## config.mk

```make
export PLATFORM = sky130hd
export DESIGN_NAME = alarm_ring_ctl_flat
export DESIGN_NICKNAME = d
export VERILOG_FILES = /design/src/rtl/alarm_ring_ctl_if.sv /design/src/rtl/alarm_ring_ctl.sv /design/src/flat_wrapper.sv
export SDC_FILE = /design/constraint.sdc
export NUM_CORES = 1
export LEC_CHECK = 0
export BUFFER_PORTS_ARGS = -buffer_cell sky130_fd_sc_hd__buf_2
export CORE_ASPECT_RATIO = 0.6
export CORE_MARGIN = 2
export CORE_UTILIZATION = 40
export CTS_BUF_LIST = sky130_fd_sc_hd__clkbuf_16
export CTS_CLUSTER_SIZE = 16
export DETAILED_ROUTE_END_ITERATION = 12
export PLACE_DENSITY = 0.68
export RECOVER_POWER = 25
export SYNTH_ARGS = -nofsm -noshare
export SYNTH_HDL_FRONTEND = slang
export SYNTH_SLANG_ARGS = --single-unit
```

## constraint.sdc

```tcl
create_clock -name clk_1khz -period 1.75 [get_ports clk_1khz]
set_input_delay 0.175 -clock clk_1khz [delete_from_list [all_inputs] [get_ports clk_1khz]]
set_output_delay 0.175 -clock clk_1khz [all_outputs]
set_load 0.005 [all_outputs]
```

## src/rtl/alarm_ring_ctl_if.sv

```systemverilog
// Signal bundle between the clock/alarm-set stages, the ring controller and the buzzer.
// The master side drives the time and buttons. The slave side is the controller, which drives the ring status.
interface alarm_ring_ctl_if;
   logic [31:0] time_in;
   logic [31:0] alarm_in;
   logic        alarm_en;
   logic        stop;
   logic        snooze;
   logic        alarm_ringing;
   logic        buzzer_en;
   logic        snoozing;
   logic [1:0]  snooze_cnt;

   modport master (
      output time_in, alarm_in, alarm_en, stop, snooze,
      input  alarm_ringing, buzzer_en, snoozing, snooze_cnt
   );

   modport slave (
      input  time_in, alarm_in, alarm_en, stop, snooze,
      output alarm_ringing, buzzer_en, snoozing, snooze_cnt
   );
endinterface

```

## src/rtl/alarm_ring_ctl.sv

```systemverilog
// Alarm trigger / ring controller.
// An alarm event starts on the rising edge of an HH:MM match while the alarm is armed.
// Each event runs a ringing session with auto-timeout, stop, and a limited number of snoozes.
// While ringing, a square-wave beep enable is produced for the buzzer.
module alarm_ring_ctl #(
   parameter int TICKS_PER_SEC = 1000,
   parameter int RING_SEC      = 60,
   parameter int SNOOZE_SEC    = 300,
   parameter int SNOOZE_MAX    = 3,
   parameter int BEEP_MS       = 500
) (
   input  logic            clk_1khz,
   input  logic            rst_n,
   alarm_ring_ctl_if.slave bus
);

   localparam int RING_TICKS = RING_SEC * TICKS_PER_SEC;
   localparam int SNZ_TICKS  = SNOOZE_SEC * TICKS_PER_SEC;
   localparam int MAX_TICKS  = (RING_TICKS > SNZ_TICKS) ? RING_TICKS : SNZ_TICKS;
   localparam int CW         = $clog2(MAX_TICKS + 1);
   localparam int PHASES     = 2 * BEEP_MS;
   localparam int PW         = (PHASES > 1) ? $clog2(PHASES) : 1;

   localparam logic [CW-1:0] CNT_SAT   = CW'(MAX_TICKS);
   localparam logic [CW-1:0] RING_LAST = CW'(RING_TICKS - 1);
   localparam logic [CW-1:0] SNZ_LAST  = CW'(SNZ_TICKS - 1);
   localparam logic [PW-1:0] PH_LAST   = PW'(PHASES - 1);
   localparam logic [PW-1:0] PH_ON     = PW'(BEEP_MS);
   localparam logic [1:0]    SNZ_LIM   = 2'(SNOOZE_MAX);

   typedef enum logic [1:0] {
      ST_IDLE    = 2'd0,
      ST_RINGING = 2'd1,
      ST_SNOOZE  = 2'd2
   } state_t;

   state_t        r_state;
   state_t        w_state_nxt;
   logic          r_match_d;
   logic          r_stop_d;
   logic          r_snooze_d;
   logic [CW-1:0] r_cnt;
   logic [PW-1:0] r_phase;
   logic [1:0]    r_snz_cnt;

   logic [31:0]   w_diff;
   logic          w_match;
   logic          w_match_rise;
   logic          w_stop_rise;
   logic          w_snooze_rise;
   logic          w_clr;       // entering a fresh ringing or snooze interval
   logic          w_trig;      // new alarm event: snooze budget restarts
   logic          w_snz_inc;

   // Only the BCD low nibble of each digit takes part in the compare.
   // The upper nibbles are masked off, and no BCD range check is made.
   assign w_diff        = bus.time_in ^ bus.alarm_in;
   assign w_match       = ~|(w_diff & 32'h0F0F_0F0F);
   assign w_match_rise  = w_match & ~r_match_d;
   assign w_stop_rise   = bus.stop & ~r_stop_d;
   assign w_snooze_rise = bus.snooze & ~r_snooze_d;

   // Edge-detect history. It resets high, so a match or a button that is already high at reset does not act.
   always_ff @(posedge clk_1khz) begin
      if (!rst_n) begin
         r_match_d  <= 1'b1;
         r_stop_d   <= 1'b1;
         r_snooze_d <= 1'b1;
      end else begin
         r_match_d  <= w_match;
         r_stop_d   <= bus.stop;
         r_snooze_d <= bus.snooze;
      end
   end

   // Next-state decision. In RINGING, disarm beats stop, stop beats timeout, and timeout beats snooze.
   always_comb begin
      w_state_nxt = r_state;
      w_clr       = 1'b0;
      w_trig      = 1'b0;
      w_snz_inc   = 1'b0;
      case (r_state)
         ST_IDLE: begin
            if (w_match_rise && bus.alarm_en) begin
               w_state_nxt = ST_RINGING;
               w_clr       = 1'b1;
               w_trig      = 1'b1;
            end
         end
         ST_RINGING: begin
            if (!bus.alarm_en || w_stop_rise) begin
               w_state_nxt = ST_IDLE;
            end else if (r_cnt >= RING_LAST) begin
               w_state_nxt = ST_IDLE;
            end else if (w_snooze_rise && (r_snz_cnt < SNZ_LIM)) begin
               w_state_nxt = ST_SNOOZE;
               w_clr       = 1'b1;
               w_snz_inc   = 1'b1;
            end
         end
         ST_SNOOZE: begin
            if (!bus.alarm_en || w_stop_rise) begin
               w_state_nxt = ST_IDLE;
            end else if (r_cnt >= SNZ_LAST) begin
               w_state_nxt = ST_RINGING;
               w_clr       = 1'b1;
            end
         end
         default: w_state_nxt = ST_IDLE;
      endcase
   end

   // State register.
   always_ff @(posedge clk_1khz) begin
      if (!rst_n) r_state <= ST_IDLE;
      else        r_state <= w_state_nxt;
   end

   // Interval counter. It restarts on every interval entry and saturates instead of wrapping.
   always_ff @(posedge clk_1khz) begin
      if (!rst_n)                                   r_cnt <= '0;
      else if (w_clr)                               r_cnt <= '0;
      else if (r_state != ST_IDLE && r_cnt != CNT_SAT) r_cnt <= r_cnt + 1'b1;
   end

   // Beep phase. It free-runs only while ringing, and every new ringing interval starts at the on-phase.
   always_ff @(posedge clk_1khz) begin
      if (!rst_n)                     r_phase <= '0;
      else if (w_clr)                 r_phase <= '0;
      else if (r_state == ST_RINGING) r_phase <= (r_phase == PH_LAST) ? '0 : r_phase + 1'b1;
   end

   // Snooze usage per alarm event. The value is kept after a stop until the next trigger.
   always_ff @(posedge clk_1khz) begin
      if (!rst_n)         r_snz_cnt <= 2'd0;
      else if (w_trig)    r_snz_cnt <= 2'd0;
      else if (w_snz_inc) r_snz_cnt <= r_snz_cnt + 2'd1;
   end

   assign bus.alarm_ringing = (r_state == ST_RINGING);
   assign bus.buzzer_en     = (r_state == ST_RINGING) && (r_phase < PH_ON);
   assign bus.snoozing      = (r_state == ST_SNOOZE);
   assign bus.snooze_cnt    = r_snz_cnt;

endmodule

```

## src/flat_wrapper.sv

```systemverilog
// flat-port wrapper written by rule: the top's interface ports become plain ports
module alarm_ring_ctl_flat 
#(
   parameter int TICKS_PER_SEC = 1000,
   parameter int RING_SEC      = 60,
   parameter int SNOOZE_SEC    = 300,
   parameter int SNOOZE_MAX    = 3,
   parameter int BEEP_MS       = 500
)
  (clk_1khz, rst_n, bus_time_in, bus_alarm_in, bus_alarm_en, bus_stop, bus_snooze, bus_alarm_ringing, bus_buzzer_en, bus_snoozing, bus_snooze_cnt);
  alarm_ring_ctl_if bus_i ();
  input  logic clk_1khz;
  input  logic rst_n;
  input wire logic [$bits(bus_i.time_in)-1:0] bus_time_in;
  input wire logic [$bits(bus_i.alarm_in)-1:0] bus_alarm_in;
  input wire logic [$bits(bus_i.alarm_en)-1:0] bus_alarm_en;
  input wire logic [$bits(bus_i.stop)-1:0] bus_stop;
  input wire logic [$bits(bus_i.snooze)-1:0] bus_snooze;
  output wire logic [$bits(bus_i.alarm_ringing)-1:0] bus_alarm_ringing;
  output wire logic [$bits(bus_i.buzzer_en)-1:0] bus_buzzer_en;
  output wire logic [$bits(bus_i.snoozing)-1:0] bus_snoozing;
  output wire logic [$bits(bus_i.snooze_cnt)-1:0] bus_snooze_cnt;
  assign bus_i.time_in = bus_time_in;
  assign bus_i.alarm_in = bus_alarm_in;
  assign bus_i.alarm_en = bus_alarm_en;
  assign bus_i.stop = bus_stop;
  assign bus_i.snooze = bus_snooze;
  assign bus_alarm_ringing = bus_i.alarm_ringing;
  assign bus_buzzer_en = bus_i.buzzer_en;
  assign bus_snoozing = bus_i.snoozing;
  assign bus_snooze_cnt = bus_i.snooze_cnt;
  alarm_ring_ctl #(.TICKS_PER_SEC(TICKS_PER_SEC), .RING_SEC(RING_SEC), .SNOOZE_SEC(SNOOZE_SEC), .SNOOZE_MAX(SNOOZE_MAX), .BEEP_MS(BEEP_MS)) u_core (.clk_1khz(clk_1khz), .rst_n(rst_n), .bus(bus_i));
endmodule
```

==> results of run 1 <==
==> final cells by class <==
class                      instances  area, µm²
clock buffer                       5        125
clock inverter                     3       13.8
fill                             518       2540
inverter                           9       33.8
multi-input combinational        203       1530
sequential                        36        731
tap                               80        100
timing repair buffer              74        467
==> through the flow <==
stage	setup WS [ps]	cells	setup TNS, ps
2_1_floorplan	3.67	265	0
3_3_place_gp	-72.0	402	-1010
3_5_place_dp	-124	402	-1020
4_1_cts	-20.6	410	-184
5_1_grt	-123	410	-3020
6_report	-27.0	410	-355
==> routing by layer <==
layer | share of wire [%] | track usage (%)
met1 | 51 | 29.4
met4 | 1.4 | 6.25
met5 | 0 | 0
met2 | 41 | 26.9
met3 | 6.5 | 4.36
==> critical path, delay by kind of cell, from the launching register on <==
kind	cells	cell delay, ps
buffers and inverters	2	330
AO/OA/AOI/OAI	2	500
flip-flops	1	330
AND/OR/NAND/NOR	3	500
==> worst min-delay path by stage <==
stage                   from                to
floorplan              rst_n  u_core.r_match_d
global placement    bus_stop   u_core.r_stop_d
detailed placement  bus_stop   u_core.r_stop_d
CTS                 bus_stop   u_core.r_stop_d
global route        bus_stop   u_core.r_stop_d
finish              bus_stop   u_core.r_stop_d
==> cells by family after synthesis <==
group	synth area share, %
mux	0.440
fa+ha+maj	2.20
flops	31.6
compound gates	9.23
xor+xnor	16.2
buf+inv	5.77
simple gates	34.6
==> power groups by stage <==
stage / logic, W / clock network [W] / registers [W]
detailed placement: 0.000109 / 0 / 0.000843
global placement: 0.000106 / 0 / 0.000843
CTS: 0.000110 / 0.000876 / 0.000825
floorplan: 0.0000469 / 0 / 0.000842
global route: 0.000122 / 0.000909 / 0.000825
finish: 0.000111 / 0.000858 / 0.000825
==> flip-flops by register name, indices dropped and copies added (netlist names) <==
register and cells:
u_core.r_state 2, u_core.r_phase 10, u_core.r_cnt 19, u_core.bus.snooze_cnt 2, u_core.r_match_d 1, u_core.r_snooze_d 1, u_core.r_stop_d 1
==> cell usage in the layout (no fill, tap or decap), types with 3 or more instances in the layout <==
cell | Yosys | final
buf_2 | 9 | 40
buf_4 | 2 | 29
dfxtp_1 | 36 | 28
xor2_1 | 27 | 27
nor4_1 | 30 | 27
nand2_1 | 25 | 25
xnor2_1 | 15 | 15
nand3_1 | 10 | 10
inv_1 | 9 | 9
nand4_1 | 9 | 9
nor2_1 | 11 | 8
dfxtp_2 | 0 | 8
nor3_1 | 8 | 7
nor4_2 | 3 | 6
clkbuf_16 | 0 | 5
nor3_2 | 4 | 4
a21oi_1 | 4 | 4
buf_6 | 2 | 4
o21ai_0 | 3 | 3
or2_2 | 3 | 3
and3_1 | 3 | 3
o211ai_1 | 3 | 3
nor2_2 | 0 | 3
ha_1 | 4 | 3
==> what timing repair did <==
action,CTS,global route
gates resized for setup,15,15
setup endpoints to repair,22,30
pin swaps,0,1
==> run summary, run 1 <==
• 4 — Pre-antenna DRT Iters
• buf_6 > and4bb_2 > nand4_2 > o31a_1 > a21boi_2 > buf_4 > nor4_1 — ordered list of cells on the worst path
• 1940 ps — CP arrival
• 101 µm — horizontal extent of the die
• 70.6% — relative slew slack
• 62.4 µm — overall die height
• 0 — number of buffers added for setup after CTS
• 2015 — via count of the first global-routing pass
• dfxtp_2 — CP max-delay cell
• 0 — DR DRC count
• dfxtp_1, nor4_1, xor2_1, nand2_1, xnor2_1 — Synth top cells by count
• 41.1% — Starting Density
• 53 — number of distinct library cells after synthesis
• 338 — syn nets
• 5.31 — routed via count divided by cell count
• 2 — number of H-tree branching levels
• 79.2 ps — worst hold slack
• 18 — largest net degree at the start of global routing
• 0.00554 mm² — Std-Cell Core Area
• 0 — number of enable flip-flop cells after synthesis
• yes — setup repair after global routing missed its margin
• 0.00140 W — internal power
• 2 — largest buffer count on any clock path
• 8.59 µm² — Avg Cell Area, Syn
• 54.2% — final cell utilization of the core
• 47.8% — clock network fraction of total power
• 4240 µm — HPWL after detailed placement
• 37.6% — ratio of cells with drive above 1 in the final layout
• 41 — quantity of I/O buffers inserted on ports
• 102% — final worst path period share
• -27.0 ps — Setup WS post-layout
• register — kind of capture point of the worst setup path
• 60 ps — clock input transition at the sequential cells of the worst setup and hold paths
• 1.14 nW — leakage power
• 0 — initial antenna violation count
• 0 — Final ANT Viol Nets
• 0 — Synthesis Warnings
• 3 — Worst Hold Path Cells
• 330 ps — Slowest Stage Delay on Critical Path
• 31.9% — area added between synthesis and finish
• 36 — synthesis-stage register bit count
• 0.000398 W — Psw
• 46.0% — power share of the sequential group
• 79 — 1st-iter DRT viols
• u_core.r_cnt[17] — launching instance or port of the critical path
• u_core.r_cnt[17] — launch instance of the worst register-to-register path
• 0 — final count of hold timing violations
• dfxtp_1 — leading cell type by number of instances after synthesis
• 5900 µm — Routed Wire Length
• dfxtp_1 — top flip-flop cell by instance count after synthesis
• 31.6% — share of synthesized area occupied by flip-flops and latches
• 0.00179 W — post-layout power
• 280 ps — Clock Latency Late Sink
• 0 — GRT Residual Overflow
• 5 — CTS Buf Count
• 10 — maximum fanout along the worst path
• in -> reg — path class of the lowest-slack min-delay path
• 0.832 — final weighted congestion in routability-driven placement
• 5.37 ps — Clock Skews
• 1780 ps — clock period minus final worst setup slack
• 265 — number of cells produced by synthesis
• 36 — clock sink count
• 597 mW/mm² — ratio of total power to cell area
• complete, but fails checks — run status
• 19.4% — total global routing track utilization
• -30 ps — R2R setup slack
• 9660 µm — first-pass GRT wire length
• 402 — Final Net Count
• reg -> reg — crit path kind
• 74 — Boundary Pins
• setup timing — violations in the final reports
• u_core.r_phase[2] — capture point of the worst reg-to-reg path
• yes — TritonCTS clock tree
• 0.389 mV — worst vdd rail ir drop
• 26 — final setup violation count
• 0% — share of synthesized flip-flops with an asynchronous set or reset
• 0 — total inserted antenna cells
• 22.2% — Net Sw Frac
• 6.2% — combinational share of power
• 1920 ps — Data required, critical path
• 0.00300 mm² — final standard cell area without fillers
• 0.00633 mm² — Die ar.
• 2179 — overall via count from detail_route
• 14.4 µm — detail-routed net length per standard cell
• dfxtp_1 — Synth area leader
• 0.00275 mm² — placed instance area
• u_core.r_phase[2] — Worst setup endpoint
• 0 — number of buffers inserted for hold repair after clock tree synthesis
• register — kind of launch point of the worst setup path
• dfxtp_1, xor2_1, nor4_1 — leading cell types by total area after synthesis
• 0.00228 mm² — Post-Synthesis Cell Area
• 7 — path depth of the worst reg2reg path
• 563 MHz — timing-limited maximum frequency
• 436 ps — measured slew at the worst slew-check pin
• 21 — num rows
• clkbuf_16 — root buffer cell
• 0 — number of max-cap violations
• 31.6% — share of the synthesized area in the top cell type
• 0 — Final Slew Violations
No activity file was read; power rests on OpenSTA's default activity.
==> run 2, diff against run 1 <==
- ABC_AREA: default -> 1
- PLACE_DENSITY: 0.68 -> 0.66
==> run 2 against run 1 <==
Effect of this change: the flow now finishes without violations; non-clock buffer count is 8 lower; maximum frequency grew 4.1%; combinational power rose by 35%; via count increased by 24%; sequential power barely moved; core utilization up 0.079 points; cell area is 13% higher; worst hold slack better by 1.1 ps; critical endpoint is now u_core.r_cnt[3]; largest power group unchanged.
==> run summary, run 2 <==
• clkbuf_16 — root buffer cell, unchanged
• 0.000424 W — Psw, was 0.000398 W
• 586 MHz — timing-limited maximum frequency, was 563 MHz
• nand2_1 — most common cell after layout, fill and taps aside, was buf_2
• 27.4% — share of synthesized area occupied by flip-flops and latches, was 31.6%
• yes — TritonCTS clock tree, unchanged
• 4 — Pre-antenna DRT Iters, unchanged
• 19 — Largest register FFs, unchanged
• 74 — Boundary Pins, unchanged
• 19.6% — total global routing track utilization, was 19.4%
• nand2_1, nor2_1, inv_1 — top library cells by usage in the layout, fill and taps aside, was buf_2, buf_4, dfxtp_1
• 10 — maximum fanout along the worst path, unchanged
• u_core.r_cnt x19, u_core.r_phase x10 — registers with the highest flip-flop counts, unchanged
• 0.00625 mm² — Std-Cell Core Area, was 0.00554 mm²
• 6.18 µm² — Avg Cell Area, Syn, was 8.59 µm²
• 158 — 1st-iter DRT viols, was 79
• 0.524 mV — worst vdd rail ir drop, was 0.389 mV
• finished clean — run status, was complete, but fails checks
• 80.7% — relative slew slack, was 70.6%
• 27.4% — share of the synthesized area in the top cell type, was 31.6%
• 0 — number of max-cap violations, unchanged
• 0 — Synthesis Warnings, unchanged
• 11200 µm — first-pass GRT wire length, was 9660 µm
• 24.6% — ratio of cells with drive above 1 in the final layout, was 37.6%
• 1710 ps — clock period minus final worst setup slack, was 1780 ps
• 0 — GRT Residual Overflow, unchanged
• 567 — Final Net Count, was 402
• 0.00304 mm² — placed instance area, was 0.00275 mm²
• 0.895 — final weighted congestion in routability-driven placement, was 0.832
• 499 — syn nets, was 338
• 0 — DR DRC count, unchanged
• u_core.r_stop_d — end of the worst hold path, unchanged
• 0 — Final ANT Viol Nets, unchanged
• 0 — final count of hold timing violations, unchanged
• 6560 µm — Routed Wire Length, was 5900 µm
• 2.57 ps — Clock Skews, was 5.37 ps
• in -> reg — path class of the lowest-slack min-delay path, unchanged
• dfxtp_1 — top flip-flop cell by instance count after synthesis, unchanged
• 66.8 µm — overall die height, was 62.4 µm
• 0 — number of enable flip-flop cells after synthesis, unchanged
• 1880 ps — CP arrival, was 1940 ps
• 3 — Worst Hold Path Cells, unchanged
• dfxtp_2 — CP max-delay cell, unchanged
• 0% — share of synthesized flip-flops with an asynchronous set or reset, unchanged
• 4.65 — routed via count divided by cell count, was 5.31
• 2 — number of H-tree branching levels, unchanged
• register — kind of launch point of the worst setup path, unchanged
• 0.00727 mm² — Die ar., was 0.00633 mm²
• 426 — number of cells produced by synthesis, was 265
• u_core.r_cnt — register with the most flip-flops, unchanged
• 40 ps — R2R setup slack, was -30 ps
• nor2_1 — most repeated library cell on the critical path
• 51.1% — clock network fraction of total power, was 47.8%
• 288 ps — measured slew at the worst slew-check pin, was 436 ps
• u_core.r_cnt[3] — capture point of the worst reg-to-reg path, was u_core.r_phase[2]
• 0 — total inserted antenna cells, unchanged
• 7.6% — combinational share of power, was 6.2%
• 21.3% — Net Sw Frac, was 22.2%
• 5010 µm — HPWL after detailed placement, was 4240 µm
• 2694 — overall via count from detail_route, was 2179
• 42.1% — Starting Density, was 41.1%
• 30.3% — global-route track usage on met2, was 26.9%
• u_core.r_cnt[17] — launch instance of the worst register-to-register path, unchanged
• bus_stop — Hold Crit Start, unchanged
• 0.00156 W — internal power, was 0.00140 W
• 280 ps — Clock Latency Late Sink, about the same
• 4.40% — met3 global-route usage, was 4.36%
• nand2_1, nor2_1, inv_1, dfxtp_1, nand3_1 — Synth top cells by count, was dfxtp_1, nor4_1, xor2_1, nand2_1, xnor2_1
• 0.00339 mm² — final standard cell area without fillers, was 0.00300 mm²
• 579 — count of placed standard cells in the final layout, fillers left out, was 410
• 1920 ps — Data required, critical path, about the same
• 11.3 µm — detail-routed net length per standard cell, was 14.4 µm
• 28.2% — met1 track demand over resource in global routing, was 29.4%
• 41.4% — power share of the sequential group, was 46.0%
• 0 — initial antenna violation count, unchanged
• met2 — global routing's busiest layer, was met1
• 564 — cell count after placement, was 402
• yes — setup repair after global routing missed its margin, unchanged
• 109 µm — horizontal extent of the die, was 101 µm
• 0.00263 mm² — Post-Synthesis Cell Area, was 0.00228 mm²
• 11 — path depth of the worst reg2reg path, was 7
• 2500 — via count of the first global-routing pass, was 2015
• 36 — clock sink count, unchanged
• 41 — quantity of I/O buffers inserted on ports, unchanged
• 1.45 nW — leakage power, was 1.14 nW
• dfxtp_1 — Synth area leader, unchanged
• reg -> reg — crit path kind, unchanged
• 97.5% — final worst path period share, was 102%
• 28 — number of distinct library cells after synthesis, was 53
• nand2_1 — leading cell type by number of instances after synthesis, was dfxtp_1
• 22 — num rows, was 21
• 587 mW/mm² — ratio of total power to cell area, was 597 mW/mm²
• dfxtp_1, nand2_1, nor2_1 — leading cell types by total area after synthesis, was dfxtp_1, xor2_1, nor4_1
• register — kind of capture point of the worst setup path, unchanged
• 0 — Final Slew Violations, unchanged
• 2 — largest buffer count on any clock path, unchanged
• 60 ps — clock input transition at the sequential cells of the worst setup and hold paths, about the same
• 36 — synthesis-stage register bit count, unchanged
• 627 — filler cell count in the final layout, was 518
• nor2_2 > nand2_1 > nor2_1 > nand2_1 > nor2_2 > nor2_1 > nand2_2 > nand2_4 > nand4_4 > buf_12 > nor2_1 — ordered list of cells on the worst path, was buf_6 > and4bb_2 > nand4_2 > o31a_1 > a21boi_2 > buf_4 > nor4_1
• 340 ps — Slowest Stage Delay on Critical Path, was 330 ps
• 0 ps — aggregate negative setup slack, was -355 ps
• 28.8% — area added between synthesis and finish, was 31.9%
• 29 — largest net degree at the start of global routing, was 18
• 54.3% — final cell utilization of the core, was 54.2%
• 0 — final setup violation count, was 26
• 5 — CTS Buf Count, unchanged
## run 2: cell types whose count changed in the layout (fill, tap and decap cells not counted), sizes merged, moves of 4 or more
| cell | change |
|---|---|
| xnor2 | -14 |
| nand3 | +13 |
| buf | -9 |
| nor2 | +80 |
| o21ai | +13 |
| nor4 | -32 |
| inv | +69 |
| nand2 | +88 |
| xor2 | -8 |
| o211ai | -4 |
| and3 | -4 |
## run 2: what timing repair did
| item | in CTS | in global routing |
|---|---|---|
| endpoints found under the setup margin | 29 | 31 |
| cloned | 0 | 2 |
| endpoints found under the hold margin | 0 | 0 |
| pin swaps | 0 | 2 |
| setup buffers | 0 | 5 |
| hold buffers | 0 | 0 |
| resized for setup | 3 | 29 |
## run 2: metrics by stage
step / power (W) / hold WS, ps / setup slack, ps
floorplan: 0.000916 / 244 / 21.3
global placement: 0.000976 / 360 / 31.6
detailed placement: 0.000981 / 368 / -25.6
CTS: 0.00200 / 77.1 / 19.3
global route: 0.00208 / 89.0 / -72.6
finish: 0.00199 / 80.3 / 43.6
## run 2: cell families after synthesis
group	share of synthesized area [%]
adder cells (fa/ha/maj)	1.90
XOR/XNOR	6.65
AO/OA/AOI/OAI	5.70
AND/OR/NAND/NOR	45.0
buffers and inverters	13.4
flip-flops	27.4
## run 2: worst max path at each step
| stage | slack (ps) | startpoint | depth (start not counted) | to |
|---|---|---|---|---|
| detailed placement | -30 | u_core.r_cnt[0] | 10 | u_core.r_cnt[16] |
| CTS | 20 | u_core.r_cnt[1] | 10 | u_core.r_phase[1] |
| global route | -70 | u_core.r_cnt[6] | 12 | u_core.r_cnt[6] |
| floorplan | 20 | u_core.r_cnt[0] | 11 | u_core.r_cnt[16] |
| global placement | 30 | u_core.r_cnt[0] | 10 | u_core.r_cnt[3] |
| finish | 40 | u_core.r_cnt[17] | 11 | u_core.r_cnt[3] |
## run 2: power by group through the flow
stage	clock (W)	sequential, W	combinational (W)
floorplan	0	0.000842	0.0000741
global placement	0	0.000842	0.000134
detailed placement	0	0.000842	0.000138
CTS	0.00104	0.000824	0.000139
global route	0.00108	0.000822	0.000174
finish	0.00102	0.000823	0.000150
## run 2: layout make-up
type,instances,area (µm²),share of cell area [%]
inverter,78,298,8.78
timing repair buffer,66,460,13.6
multi-input combinational,307,1630,48.0
sequential,36,732,21.6
clock inverter,3,42.5,1.25
tap,84,105,3.10
clock buffer,5,125,3.69
## run 2: metal layers
metal	vias up	share of wire, %	wire [µm]
li1	1441	-	-
met1	1197	51	3370
met2	54	43	2810
met3	2	5.5	359
met4	0	0.29	19
met5	-	0	0
## run 2: critical path: cells and delay by family (launching register included)
family        cells  cell delay (ps)
simple gates     10             1050
flops             1              340
buf+inv           1              190
